## src/rtl/ps2_pkg.sv

```systemverilog
// ps2_pkg: shared PS/2 frame constants, default parameters and the frame check
package ps2_pkg;
  localparam int FRAME_LEN = 11;
  localparam logic START_BIT = 1'b0;
  localparam logic STOP_BIT = 1'b1;
  localparam int DEF_FIFO_DEPTH = 8;
  localparam int DEF_TIMEOUT_CYC = 50000;
  function automatic logic frame_ok(input logic [FRAME_LEN-1:0] f);
    return f[0] == START_BIT && f[FRAME_LEN-1] == STOP_BIT && ^f[FRAME_LEN-2:1];
  endfunction
endpackage

```

## src/rtl/ps2_fifo.sv

```systemverilog
// ps2_fifo: scan-code buffer with wrap-bit pointers and full/empty flags
module ps2_fifo #(
  parameter int DEPTH = 8,
  parameter int W = 8
) (
  input  logic         clk,
  input  logic         resetn,
  input  logic         wr_en,
  input  logic [W-1:0] din,
  input  logic         rd_en,
  output logic [W-1:0] dout,
  output logic         empty,
  output logic         full
);
  localparam int AW = $clog2(DEPTH);
  logic [W-1:0] mem [DEPTH];
  logic [AW:0] wr_ptr, rd_ptr;
  logic rd_do, wr_do;
  assign empty = wr_ptr == rd_ptr;
  assign full = wr_ptr[AW] != rd_ptr[AW] && wr_ptr[AW-1:0] == rd_ptr[AW-1:0];
  assign rd_do = rd_en && !empty;
  assign wr_do = wr_en && (!full || rd_do);
  assign dout = mem[rd_ptr[AW-1:0]];
  // storage and pointer update; a write into a full buffer is allowed only alongside a pop
  always_ff @(posedge clk)
    if (!resetn) begin
      wr_ptr <= '0;
      rd_ptr <= '0;
      for (int i = 0; i < DEPTH; i++) mem[i] <= '0;
    end else begin
      if (wr_do) begin
        mem[wr_ptr[AW-1:0]] <= din;
        wr_ptr <= wr_ptr + 1'b1;
      end
      if (rd_do) rd_ptr <= rd_ptr + 1'b1;
    end
endmodule

```

## src/rtl/ps2_rx_fifo.sv

```systemverilog
// ps2_rx_fifo: PS/2 keyboard frame receiver feeding a scan-code FIFO
module ps2_rx_fifo
  import ps2_pkg::*;
#(
  parameter int FIFO_DEPTH = DEF_FIFO_DEPTH,
  parameter int TIMEOUT_CYC = DEF_TIMEOUT_CYC
) (
  input  logic       clk,
  input  logic       resetn,
  input  logic       ps2_clk,
  input  logic       ps2_data,
  input  logic       nextdata_n,
  output logic [7:0] data,
  output logic       ready,
  output logic       overflow,
  output logic       frame_err
);
  localparam int TW = $clog2(TIMEOUT_CYC + 1);
  logic [2:0] sync;
  logic [FRAME_LEN-2:0] shreg;
  logic [FRAME_LEN-1:0] frame;
  logic [3:0] bit_cnt;
  logic [TW-1:0] to_cnt;
  logic fall, done, valid, wr, empty, full, pop;
  assign fall = sync[2] & ~sync[1];
  assign frame = {ps2_data, shreg};
  assign done = fall && bit_cnt == 4'(FRAME_LEN - 1);
  assign valid = frame_ok(frame);
  assign wr = done & valid;
  assign pop = ~nextdata_n & ~empty;
  assign ready = ~empty;
  // synchronizer, bit shifting, frame counting and partial-frame timeout
  always_ff @(posedge clk)
    if (!resetn) begin
      sync <= 3'b111;
      shreg <= '0;
      bit_cnt <= '0;
      to_cnt <= '0;
      frame_err <= 1'b0;
    end else begin
      sync <= {sync[1:0], ps2_clk};
      frame_err <= done & ~valid;
      if (fall) begin
        shreg <= frame[FRAME_LEN-1:1];
        bit_cnt <= done ? '0 : bit_cnt + 4'd1;
        to_cnt <= '0;
      end else if (bit_cnt == '0) to_cnt <= '0;
      else if (to_cnt == TW'(TIMEOUT_CYC - 1)) begin
        bit_cnt <= '0;
        to_cnt <= '0;
      end else to_cnt <= to_cnt + 1'b1;
    end
  // sticky overflow: set on a dropped byte, cleared by a pop, set wins
  always_ff @(posedge clk)
    if (!resetn) overflow <= 1'b0;
    else if (wr && full && !pop) overflow <= 1'b1;
    else if (pop) overflow <= 1'b0;
  ps2_fifo #(.DEPTH(FIFO_DEPTH), .W(8)) u_fifo (
    .clk(clk),
    .resetn(resetn),
    .wr_en(wr),
    .din(frame[8:1]),
    .rd_en(pop),
    .dout(data),
    .empty(empty),
    .full(full)
  );
endmodule

```

## config.mk

```make
export PLATFORM = sky130hd
export DESIGN_NAME = ps2_rx_fifo
export DESIGN_NICKNAME = d
export VERILOG_FILES = /design/src/rtl/ps2_pkg.sv /design/src/rtl/ps2_fifo.sv /design/src/rtl/ps2_rx_fifo.sv
export SDC_FILE = /design/constraint.sdc
export NUM_CORES = 1
export LEC_CHECK = 0
export ABC_AREA = 1
export CORE_MARGIN = 1
export CORE_UTILIZATION = 30
export DETAILED_ROUTE_END_ITERATION = 12
export GPL_TIMING_DRIVEN = 0
export HOLD_SLACK_MARGIN = 0.05
export SLEW_MARGIN = 20
export SYNTH_ARGS = -nofsm -noshare
export SYNTH_HDL_FRONTEND = slang
export SYNTH_SLANG_ARGS = --single-unit
```

## constraint.sdc

```tcl
create_clock -name clk -period 2 [get_ports clk]
set_input_delay 0.4 -clock clk [delete_from_list [all_inputs] [get_ports clk]]
set_output_delay 0.4 -clock clk [all_outputs]
set_load 0.02 [all_outputs]
```

After elaboration in Yosys (flattened, before gate mapping)
Memories as Yosys holds them, arrays and structs flattened. A register that Yosys moved wholly into a read port is not among the register bits.
Index checks and enable logic that the tools add are counted.
{"block": "word_totals", "output_inout_bits": 11, "ff_bits": 43, "latch_bits": 0, "ram_bits": 64, "memories": 1, "romBits": 0, "word_cells": 63, "in_bits": 5}
{"block": "classes", "shifts": 0, "reduce_logical": 19, "mul": 0, "mux": 15, "n_lt_le_gt_ge": 0, "eq_ne": 6, "add_sub_neg": 4, "bitwise": 10, "div": 0}
{"memory": "u_fifo.mem", "depth": 8, "width": 8, "read_ports": 1, "rd_clocked_by_memory_dff": 1, "write_ports": 8, "line_no": "ps2_fifo.sv:16", "rtl": "logic [W-1:0] mem [DEPTH];"}
{"op": "$add A16 B1 Y16 const B", "n": 1}
{"op": "$eq A16 B16 Y1 const B", "n": 1}
{"op": "$mux W4", "n": 4}
{"op": "$add A4 B1 Y4 const B", "n": 3}
{"op": "$mux W3", "n": 3}
{"op": "$reduce_xor A9 Y1", "n": 1}
{"op": "$logic_and A1 B1 Y1", "n": 8}
{"op": "$mux W8", "n": 1}
{"op": "$reduce_or A8 Y1", "n": 1}
{"op": "$mux W1", "n": 7}
{"op": "$not A1 Y1", "n": 6}
{"op": "$and A1 B1 Y1", "n": 4}
{"op": "$eq A4 B4 Y1", "n": 1}
{"op": "$eq A4 B4 Y1 const B", "n": 1}
{"op": "$logic_not A4 Y1", "n": 1}
{"op": "$reduce_bool A2 Y1", "n": 2}
{"op": "$reduce_or A4 Y1", "n": 1}
{"op": "$eq A3 B3 Y1", "n": 1}
{"op": "$logic_not A1 Y1", "n": 3}
{"op": "$ne A2 B2 Y1 const B", "n": 1}
{"op": "$reduce_and A2 Y1", "n": 1}
{"op": "$logic_or A1 B1 Y1", "n": 1}
{"op": "$ne A1 B1 Y1", "n": 1}

Depth between registers and ports, before layout
{"block": "depth", "word_depth": 11, "ltp_mapped": 14, "mapped_depth_nobuf": 13}

Modules after synthesis
Synthesis repeated with hierarchy kept, for this count alone.
{"block": "hier_totals", "hier_cells": 569, "hier_area_um2": 5217.5}
{"module": "ps2_fifo", "cells_per_inst": 347, "area_per_inst_um2": 3527.1, "instances": 1}
{"module": "ps2_rx_fifo", "cells_per_inst": 222, "area_per_inst_um2": 1690.4, "instances": 1}

Worst setup path before layout
No wires, ideal clock.
{"block": "synth_timing", "path_kind": "register -> register", "start": "register bit_cnt[0]", "end": "memory u_fifo.mem[6][0], enable pin", "stages_incl_launch_ff": 9, "required_time_ns": 1.671, "setup_slack_ns": -0.024, "synth_period_minus_slack_ns": 2.024, "path_buffers": 0, "arrival_time_ns": 1.695, "path_cell_list": "dfxtp_1 > inv_1 > ha_1 > nand3_1 > nor2_1 > nand4_4 > inv_8 > nand3b_4 > nand2_1"}
{"item": "start, declared", "line_no": "ps2_rx_fifo.sv:22", "rtl": "logic [3:0] bit_cnt;"}
{"item": "start signal, assigned", "line_no": "ps2_rx_fifo.sv:45", "rtl": "bit_cnt <= done ? '0 : bit_cnt + 4'd1;"}
{"item": "end, declared", "line_no": "ps2_fifo.sv:16"}

==> out/results.txt <==
drt pass-1 iters -> 4
Hold Slack -> 413 ps
IO Pins -> 16
via/cell ratio -> 4.74
Psw -> 1.29 mW
H-tree depth -> 3
# hold bufs at CTS -> 0
Die Wd -> 133 um
Multi-input gate area -> 0.00225 mm2
Area after DPL -> 0.00556 mm2
Req. time, crit path -> 1600 ps
Yosys cell types -> 32
antenna cells -> 0
Period minus WS final -> 2100 ps
synthesized area -> 0.00513 mm2
Setup CP Type -> reg2out
adder-cell share of the synthesized area -> 1.46%
CTS max path bufs -> 2
maxcap violations -> 0
Sw Ratio -> 25.4%
initial drt markers -> 257
routed wire length -> 12.3 mm
Mapped Nets -> 567
Core Footprint -> 0.0166 mm2
most frequent cells in the layout -> nor2_1 (99), edfxtp_1 (64), nand2_1 (50)
Die H -> 133 um
Crit Path Max Fanout -> 7
# setup viols final -> 8
f_max -> 475 MHz
Final Instance Count excl. Fillers -> 858
Slew @ Worst Pin -> 461 ps
clock root cell -> clkbuf_16
TritonCTS buffer count -> 9
Slew Limit Fails -> 0
Storage cell area -> 0.00287 mm2
Clock Sinks -> 110
simple-gate share of the synthesized area -> 25.2%
status -> finished with violations
Internal Power -> 3.78 mW
pin count of the biggest net entering global routing -> 19
total track usage -> 14.0%
worst skew pair latency -> 350 ps
dpl hpwl -> 7.93 mm
Mapped Cells -> 556
Initial Utilization -> 30.8%
part of the power in registers -> 49.5%
largest family of logic cells by synthesized area -> simple AND/OR/NAND/NOR gates
number of flops mapped to enable cells by yosys -> 64
RSZ-0062 raised after global routing -> true
Ys Warns -> 0
Clock Pin Slew Worst Setup and Hold Paths -> 70 ps
Compound-Gate Fraction of Synth Area -> 10.5%
Setup crit start kind -> flop
Comb power frac -> 14.7%
Residual DRC -> 0
final worst setup slack -> -103 ps
power density over the cells -> 751 mW/mm2
drt wl/cell -> 14.3 um
CTS tree -> built
share of cells above drive strength 1 -> 32.8%
Place WS -> -643 ps
top_reg_cell synth -> edfxtp_1
total die area -> 0.0176 mm2
Min-Delay Path Class -> reg2reg
Finished Core Util -> 40.6%
remaining antenna violation count -> 0
clk_skew -> 9.61 ps
Relative slew margins -> 69.3%
Hold Fails Final Rpt -> 0
via total after detailed routing -> 4063
Clock power frac -> 35.8%
number of global-route vias before repair -> 3915
# rows -> 47
number of port buffers -> 15
period utilisation layout -> 105%
#FFs+latches synth -> 110
RePlAce Congestion -> 0.809
commonest non-fill, non-tap cell in the layout -> nor2_1
sequential fraction of the synthesis area -> 55.4%
post-synthesis mux area share -> 0%
mean post-synth cell area -> 9.23 um2
Worst VDD drop -> 0.000435 V
failing checks -> setup timing
Leak Pwr -> 2.51 nW
asr flop ratio synth -> 0%
gr ovfl total -> 0
dpl cells -> 791
CP arrival -> 1700 ps
nets -> 644
design area -> 0.00675 mm2
initial antenna violation count -> 0
area grow syn2layout -> 31.5%
Setup crit end kind -> output port
xor/xnor share of the synthesized area -> 1.54%
first-pass GRT wire length -> 19.3 mm
filler cell count -> 1593
cell type report:
class                   count  area share [%]
inverters                  51            3.43
multi-input cells         375            33.4
well taps                 220            4.08
flip-flops and latches    110            42.5
plain buffers              20            3.60
repair inverters            1          0.0927
clock inverters             4           0.778
repair buffers             65            8.53
clock buffers              12            3.65
registers in the layout (all words and copies together) (netlist names), named ones only:
signal,flops
sync,3
overflow,1
u_fifo.mem,64
shreg,10
frame_err,1
u_fifo.wr_ptr,4
to_cnt,16
bit_cnt,4
u_fifo.rd_ptr,4
cells in the mapped netlist (all sizes together), types with 3 or more instances:
library cell	number	area (um2)
nor2	149	662
nand2	69	274
edfxtp	64	1920
o21ai	51	255
inv	50	195
dfxtp	46	921
a21oi	27	135
nand3	24	218
clkbuf	15	56.3
o22ai	10	62.6
a31oi	8	50.1
nand4	8	65.1
ha	6	75.1
xor2	6	52.6
buf	5	50.0
o21a	4	30.0
nor3	3	15.0
nor4	3	25.0
xnor2	3	26.3
power by group through the flow:
stage,clock network [mW],registers (mW),logic (mW)
global placement,0,2.54,0.552
CTS,1.85,2.50,0.675
finish,1.82,2.51,0.746
global route,1.93,2.51,0.800
detailed placement,0,2.54,0.561
floorplan,0,2.53,0.369
worst paths after layout:
kind	start	to	slack [ps]	cells after the start
hold reg to reg	sync[0]$_SDFF_PN1_	sync[1]$_SDFF_PN1_	410	1
setup / recovery	flop	data[6]	-100	6
setup reg to reg	shreg[8]$_SDFFE_PN0P_	u_fifo.mem[0][2]$_SDFFCE_PN0P_	50	15
hold / removal	sync[0]$_SDFF_PN1_	sync[1]$_SDFF_PN1_	410	1
repair_timing:
item                       CTS  global route
setup endpoints to repair   73           145
gates resized for setup    148            47
pin swaps                   21            17
cloned                       3             0
setup buffers               18            30
cell families (layout without fill, tap and decap cells):
logic type,after synthesis,in the layout
adders and majority gates,6,6
xor gates and xnor gates,9,9
and+or+nand+nor,259,259
buffers and inverters,71,153
AOI/OAI and AO/OA,101,101
DFF,110,110
routing by layer:
| layer | global-route usage [%] | share of wire, % |
|---|---|---|
| met1 | 17.4 | 44 |
| met2 | 23.4 | 50 |
| met3 | 3.56 | 4.7 |
| met4 | 5.30 | 1.5 |
| met5 | 0 | 0 |
critical path: stages, from the launching register on:
cell and delay, ps:
dfxtp_4 410, clkbuf_16 170, o21ai_1 90, o22ai_1 200
nor2_1 80, a31oi_1 200, buf_2 200
metrics by stage:
step | total power [mW] | TNS, ps
finish | 5.07 | -398
global route | 5.24 | -3810
CTS | 5.03 | -1540
detailed placement | 3.11 | -54180
global placement | 3.09 | -48670
floorplan | 2.90 | -540
Power figures use the tool's default switching activity.
==> edit (same flow settings) <==
Change the package constant `DEF_FIFO_DEPTH` from 8 to 16.
--- a/src/rtl/ps2_pkg.sv
+++ b/src/rtl/ps2_pkg.sv
@@ -5,3 +5,3 @@
   localparam logic STOP_BIT = 1'b1;
-  localparam int DEF_FIFO_DEPTH = 8;
+  localparam int DEF_FIFO_DEPTH = 16;
   localparam int DEF_TIMEOUT_CYC = 50000;
Formal check against the unedited RTL: no difference found for any inputs over 10 cycles, from zero or initial values and one cycle with resetn low; that may be too few to reach the edited logic, so the function may still have changed.
==> edit against the unedited design <==
Clock power rose by 77%. Power rose by 70%. Synthesized area rose by 61%. Highest routed layer unchanged. Critical endpoint is now data[3]. Maximum frequency fell by 12%. Sequential cell count rose by 67. Synthesized cell count rose by 49%. Count of clock-buffer cells in the layout rose by 5. Register-to-register slack got worse by 0.15 ns. First-iteration DRC count rose by 110%. The flow still finishes with violations (negative setup slack). Setup slack got worse by 0.28 ns. Routed wire length rose by 80%. Sequential power rose by 65%. Cell area rose by 70%.
==> edit: results (changes against the unedited design) <==
Global route
  – Grt met2 use: 0.2652 (was 0.2339)
  – Met1 global-route usage: 0.2036 (was 0.1738)
  – Gr usage total: 0.1589 (was 0.1403)

Placement
  – Final Wtd Congestion: 0.8897 (was 0.8094)

Pwr
  – Worst VDD drop: 0.5847 mV (was 0.4346 mV)
  – Combinational share of power: 0.143 (was 0.147)
  – Static leakage: 3.726 nW (was 2.506 nW)
  – Seq group: 4.14 mW (was 2.51 mW)

Logic synthesis
  – Gate Count Post-Synth: 829 (was 556)
  – Synth top cells by count: nor2_1 (141), edfxtp_1 (128), nand2_1 (85), inv_1 (76), a21oi_1 (59) (was nor2_1 (108), edfxtp_1 (64), nand2_1 (63), o21ai_0 (51), dfxtp_1 (46))
  – Post-synth EDFFs: 128 (was 64)

Timing
  – Worst Max-Slew Pin Slew: 1.396 ns (was 0.4607 ns)
  – Final setup fails: 235 (was 8)
  – PnR worst setup slack: -0.3812 ns (was -0.1034 ns)

Route
  – Met2 WL: 10.97 mm (was 6.075 mm)
  – Pre-Repair DR Iteration Count: 8 (was 4)
  – Vias after detailed routing: 6,312 (was 4,063)
  – Detailed Route Iter0 Violations: 545 (was 257)

Clocking
  – Latest clock arrival within the worst-skew pair: 0.44 ns (was 0.35 ns)
  – Htree depth: 4 (was 3)
  – CTS buffer count: 17 (was 9)

Final layout
  – Largest registers: u_fifo.mem x128, to_cnt x16, shreg x10 (was u_fifo.mem x64, to_cnt x16, shreg x10)

Status
  – Failing checks: negative setup slack (unchanged)
  – Status: finished with violations (unchanged)

Worst setup path
  – Reg2reg setup slack: -0.10 ns (was 0.05 ns)
[edit: per-stage QoR]
step	setup WS, ns	utilization	area, µm²
global route	-0.4837	0.4253	11460
detailed placement	-1.199	0.3291	8870
floorplan	0.003814	-	8293
finish	-0.3812	0.4253	11460
global placement	-1.176	0.3291	8870
CTS	-0.3233	0.3996	10770
[edit: layout make-up]
cell class | instances | area, µm²
Timing Repair Buffer | 67 | 835.8
Fill cell | 2448 | 15490
Buffer | 36 | 306.5
Multi-Input combinational cell | 527 | 4129
Clock buffer | 17 | 425.4
Inverter | 85 | 355.3
Clock inverter | 15 | 137.6
Sequential cell | 177 | 4846
Tap cell | 341 | 426.7
[edit: what timing repair did]
action                     CTS  global route
cloned                       4             1
pin swaps                   34            36
buffers inserted            41             9
resized for setup          278           193
setup endpoints to repair  267           275
[edit: worst min path at each step]
| stage | startpoint | to | slack (ns) | cells after the start |
|---|---|---|---|---|
| floorplan | sync[1] | sync[2] | 0.39 | 2 |
| global placement | sync[0] | sync[1] | 0.39 | 1 |
| detailed placement | sync[0] | sync[1] | 0.40 | 1 |
| CTS | sync[0] | sync[1] | 0.42 | 1 |
| global route | sync[0] | sync[1] | 0.45 | 1 |
| finish | sync[0] | sync[1] | 0.42 | 1 |
[edit: cell families after synthesis]
| group | count (synthesis) | synth area share |
|---|---|---|
| mux | 32 | 0.03886 |
| xor+xnor | 11 | 0.01169 |
| buf+inv | 126 | 0.06072 |
| flops | 177 | 0.5854 |
| compound gates | 150 | 0.1017 |
| simple gates | 324 | 0.1879 |
| fa+ha+maj | 9 | 0.01366 |
[edit: worst max-delay path: cells and delay by family (launching register included)]
family	cells	cell delay, ns
AO/OA/AOI/OAI	2	0.33
buffers and inverters	3	0.46
flip-flops	1	0.43
multiplexers	1	0.17
AND/OR/NAND/NOR	1	0.15
